### config.mk
export PLATFORM = sky130hd
export DESIGN_NAME = updown_mod_counter
export DESIGN_NICKNAME = d
export VERILOG_FILES = /design/src/rtl/updown_mod_counter.sv
export SDC_FILE = /design/constraint.sdc
export NUM_CORES = 1
export LEC_CHECK = 0
export ABC_AREA = 1
export BUFFER_PORTS_ARGS = -buffer_cell sky130_fd_sc_hd__buf_2
export CORE_AREA = 5 5 48 50
export DETAILED_ROUTE_END_ITERATION = 8
export DIE_AREA = 0 0 53 55
export PLACE_DENSITY = 0.81
export SLEW_MARGIN = 20
export SYNTH_ARGS = -nofsm -noshare
export SYNTH_HDL_FRONTEND = slang
export SYNTH_SLANG_ARGS = --single-unit
### constraint.sdc
create_clock -name clk -period 3.9 [get_ports clk]
set_clock_uncertainty 0.15 [all_clocks]
set_input_delay 0.78 -clock clk [delete_from_list [all_inputs] [get_ports clk]]
set_output_delay 0.78 -clock clk [all_outputs]
set_load 0.01 [all_outputs]
### src/rtl/updown_mod_counter.sv
// Parametrised modulo up/down counter with load, terminal count and wrap pulse.
// Define COUNTER_SAT_EN to add the sat_i port and saturating boundary behaviour.
module updown_mod_counter #(
  parameter int unsigned      WIDTH     = 8,
  parameter logic [WIDTH-1:0] MAX       = {WIDTH{1'b1}},
  parameter logic [WIDTH-1:0] RESET_VAL = '0
) (
  input  logic             clk,
  input  logic             reset,
  input  logic             en_i,
  input  logic             up_i,
  input  logic             load_i,
  input  logic [WIDTH-1:0] load_val_i,
`ifdef COUNTER_SAT_EN
  input  logic             sat_i,
`endif
  output logic [WIDTH-1:0] count_o,
  output logic             tc_o,
  output logic             wrap_o
);

  logic [WIDTH-1:0] count_q, count_d;
  logic             wrap_q, wrap_d;
  logic             atMax, atZero, satHold;

  assign atMax  = (count_q == MAX);
  assign atZero = (count_q == '0);

`ifdef COUNTER_SAT_EN
  assign satHold = sat_i;
`else
  assign satHold = 1'b0;
`endif

  // Boundary steps wrap modulo MAX+1 unless saturation holds the count in place.
  always_comb begin
    count_d = count_q;
    wrap_d  = 1'b0;
    if (load_i) begin
      count_d = (load_val_i > MAX) ? MAX : load_val_i;
    end else if (en_i) begin
      if (up_i) begin
        if (!atMax) begin
          count_d = count_q + 1'b1;
        end else if (!satHold) begin
          count_d = '0;
          wrap_d  = 1'b1;
        end
      end else begin
        if (!atZero) begin
          count_d = count_q - 1'b1;
        end else if (!satHold) begin
          count_d = MAX;
          wrap_d  = 1'b1;
        end
      end
    end
  end

  always_ff @(posedge clk) begin
    if (reset) begin
      count_q <= RESET_VAL;
      wrap_q  <= 1'b0;
    end else begin
      count_q <= count_d;
      wrap_q  <= wrap_d;
    end
  end

  assign count_o = count_q;
  assign wrap_o  = wrap_q;
  assign tc_o    = (up_i && atMax) || (!up_i && atZero);

endmodule

Yosys cells after proc, flatten, opt, wreduce, memory -nomap -nowiden --
Cells that the tools add are included.
Storage, ports and cells: register bits after elaboration 9, input bits 13, output and inout bits 10
Operators by class: add/subtract/negate cells 2, magnitude comparators 1, equal/unequal tests 1, muxes and demuxes 9, bitwise logic cells 1, reduce and logical (&&, ||, !) cells 7
Operators by type and width (number):
- 8-bit two-way mux | 6
- 8-bit by 1-bit adder with 8-bit output (second input constant) | 1
- 8-bit == test (second input constant) | 1
- 8-bit > comparator (second input constant) | 1
- 8-bit logical NOT | 1
- 8-bit by 1-bit subtractor with 8-bit output (second input constant) | 1
- 1-bit two-way mux | 3
- 3-bit OR reduction | 1
- 1-bit logical AND | 2
- 2-bit nonzero test | 1
- 1-bit logical NOT | 1
- 1-bit logical OR | 1
- 1-bit inverter | 1

Longest topological paths before layout --
depth after elaboration 5, gate-level depth with buffers 10, gate-level depth less buffers 10

Worst setup path before layout --
Ideal clock, no wire load.
kind input -> output, start input up_i, end output tc_o, data arrival time 1309 ps, slack 1661 ps, stages 4, path buffers 1, cell sequence buf_2 -> nor2_1 -> nand3_1 -> o21ai_2
Between the ends: cells in the longest elaborated chain, start to end 3, elaborated cells between the ends (all ways) 4, classes of those cells reduce/logical (4)
RTL lines:
- start, declared | line 11 | input logic up_i,
- 1-bit logical NOT | line 72 | assign tc_o = (up_i && atMax) || (!up_i && atZero);
- 1-bit logical AND | line 72
- 1-bit logical OR * | line 72
- end, declared | line 18 | output logic tc_o,
Mark *: on every way between the ends. The rest lies on a longest branch, timed or not.

Worst setup path in the final report --
start register count_q[0], in the netlist count_o[0], end output tc_o
Between the ends: cells in the longest elaborated chain, start to end 3, elaborated cells between the ends (all ways) 5, classes of those cells eq/ne (1); reduce/logical (4)
RTL lines:
- start, declared | line 22 | logic [WIDTH-1:0] count_q, count_d;
- start signal, assigned | line 65 | count_q <= count_d;
- 8-bit == test / 8-bit logical NOT (equally long branches) | line 26, 27
- 1-bit logical AND | line 72
- 1-bit logical OR * | line 72
Marked as above.

==> metrics.cfg <==
[worst_setup_path]
worstPathRequired_ns = 2.97
crit_top_cell = inv_1
arrival_ns = 1.57
worst_path_max_delay_cell = dfxtp_1
critical_path.max_fanout = 7
cp_cell_sequence = inv_1, ha_1, inv_1, nor2_1, nand3_1, o21ai_2, buf_2
start_kind = flip-flop
startpoint = count_o[0]$_SDFFE_PP0P_
worstReg2RegStart = count_o[0]$_SDFFE_PP0P_
max_stage_delay_ns = 0.35
end_kind = output pin
worstSetupPathType = flip-flop to output pin

[synth]
postSynth.topFlopCell = dfxtp_1
synth_edf_count = 0
synth.net_count = 151
yosysUniqueCellTypes = 22
number_of_standard_cells_after_synthesis = 135
postSynthAreaPerCell_sq_um = 5.87
ys_ff_latch = 9
postSynth.asyncResetShare_pct = 0
synth_sequential_area_ratio_pct = 22.7
syn_std_cell_area_sq_um = 792
ys_warn_count = 0

[sta]
hold_slack_ns = 0.387
final_number_of_hold_violating_endpoints = 0
fin_crit_sh_pct = 64.2
timing.final.setup_violations = 0
clock.fmax_mhz = 400
timing.max_slew.rel_slack_pct = 54.0
slew_violations = 0
setup_tns_ns = 0
tightest_pin_transition_ns = 0.688
post-route-min-period_ns = 2.50
rsz0062_at_grt = no

[floorplan]
die_area_sq_mm = 0.00292
rows = 16
coreArea_sq_mm = 0.00186
ioPinCount = 23
initial_utilization_pct = 42.5
floorplan.die.width_microns = 53
die_height_microns = 55

[clock_tree]
worst_setup_hold_path_clk_slew_ns = 0.07
cts_buffer_depth = 2
clock_tree.root_cell = clkbuf_4
numCtsBuffers = 3
tritoncts = built
clock_insertion_delay_worst_skew_ns = 0.27
clock_sinks = 9
h-tree-depth = 1
cts_resized = 0
cts_hold_buffers = 0
post_cts_buffers = 0

[final_layout]
final_layout_size_suffix_gt1_share_pct = 22.0
flow.area_growth_from_synthesis_pct = 19.9
layout.cells.most_common = nand2_1
stdcell_count = 186
most-common-layout-cells = nand2_1 (33), nor2_1 (22), buf_2 (22)
antenna_diode_instance_count = 0
nets = 176

[global_route]
grt_overflow_total = 0
grt.total_usage_pct = 16.4
grt_antenna_before_repair = 0
grt_pass1_vias = 871
grt_start_max_net_pins = 12
grt_pass1_wl_microns = 3450

[detailed_routing]
drc = 0
drt-wirelength-per-cell_microns = 11.7
wl_met2_microns = 1080
first_iter_violations = 42
postRouteWirelength_microns = 2170
post_drt_via_cell_ratio = 5.12
top_routing_layer_in_use = met4
met3WireLength_microns = 126
first_pass_iters = 4
wl_met1_microns = 899
ant_nets = 0
vias = 953

[job]
cap_viol_max_count = 0

[min_path]
worst_min_path_start = count_o[7]$_SDFFE_PP0P_
hold_path.class = flip-flop to flip-flop

[outcome]
result_of_the_run = finished, final reports clean

[power]
cellPowerDensity_mw_per_mm2 = 301
leakagePower_uw = 0.000478
peakVddDrop_mv = 0.209

[placement]
finalWeightedCongestion = 0.841
dp_cells = 182
half_perimeter_wire_length_after_placement_microns = 1700
io_buffer_count = 22

-- power by group --
group	total (uW)	switching (uW)	internal, uW
combinational	96.6	59.5	37.1
clock	76.2	36.6	39.6
sequential	113	13.4	99.7
total	286	109	176
-- per-layer routing --
metal	up-vias	track usage (%)
met3	10	3.22
met2	43	27.9
met4	0	12.8
met1	419	18.0
li1	481	-
met5	-	0
-- final timing paths --
| check | end | slack (ns) | cells past startpoint |
|---|---|---|---|
| worst max-delay path | tc_o | 1.40 | 7 |
| worst min-delay path | count_o[7]$_SDFFE_PP0P_ | 0.39 | 2 |
| worst max register to register | count_o[4]$_SDFFE_PP0P_ | 2.05 | 10 |
| worst min register to register | count_o[7]$_SDFFE_PP0P_ | 0.39 | 2 |
-- critical path: cells and delay by family, from the launching register on --
kind            cells  cell delay (ns)
buf+inv             3             0.39
flops               1             0.35
fa+ha+maj           1             0.19
compound gates      1             0.16
simple gates        2             0.21
-- area by class of cell --
cell class	count	area, sq um
clock buffers	4	26.3
fillers	192	912
inverters	17	63.8
multi-input cells	107	536
flip-flops and latches	9	180
well taps	27	33.8
repair buffers	22	110
-- per-stage QoR --
| step | util, % | cell area [sq um] | setup slack [ns] | power (uW) |
|---|---|---|---|---|
| final | 51.0 | 950 | 1.40 | 286 |
| after global routing | 51.0 | 950 | 1.31 | 305 |
| after CTS | 51.0 | 950 | 1.40 | 288 |
| after detailed placement | 49.6 | 923 | 1.51 | 210 |
| after global placement | 49.6 | 923 | 1.54 | 206 |
| after floorplan | - | 792 | 1.66 | 180 |
-- sequential cells by signal, summed over array words and instances (netlist names) --
| signal | cells |
|---|---|
| count_o | 8 |
| wrap_o | 1 |
-- cells in the mapped netlist, types with 2 or more instances --
| cell type | number | area [sq um] |
|---|---|---|
| nand2_1 | 33 | 124 |
| nor2_1 | 22 | 82.6 |
| inv_1 | 17 | 63.8 |
| nand3_1 | 15 | 75.1 |
| dfxtp_1 | 9 | 180 |
| a21oi_1 | 8 | 40.0 |
| o21ai_0 | 7 | 35.0 |
| nor2_2 | 5 | 31.3 |
| ha_1 | 3 | 37.5 |
| xor2_1 | 3 | 26.3 |
| nand2_2 | 2 | 12.5 |
-- cell families after synthesis --
group / share of synthesized area [%]
AND/OR/NAND/NOR: 44.4
AO/OA/AOI/OAI: 14.1
adder cells (fa/ha/maj): 4.74
XOR/XNOR: 4.42
buffers and inverters: 9.64
flip-flops: 22.7
Power figures use the tool's default switching activity.
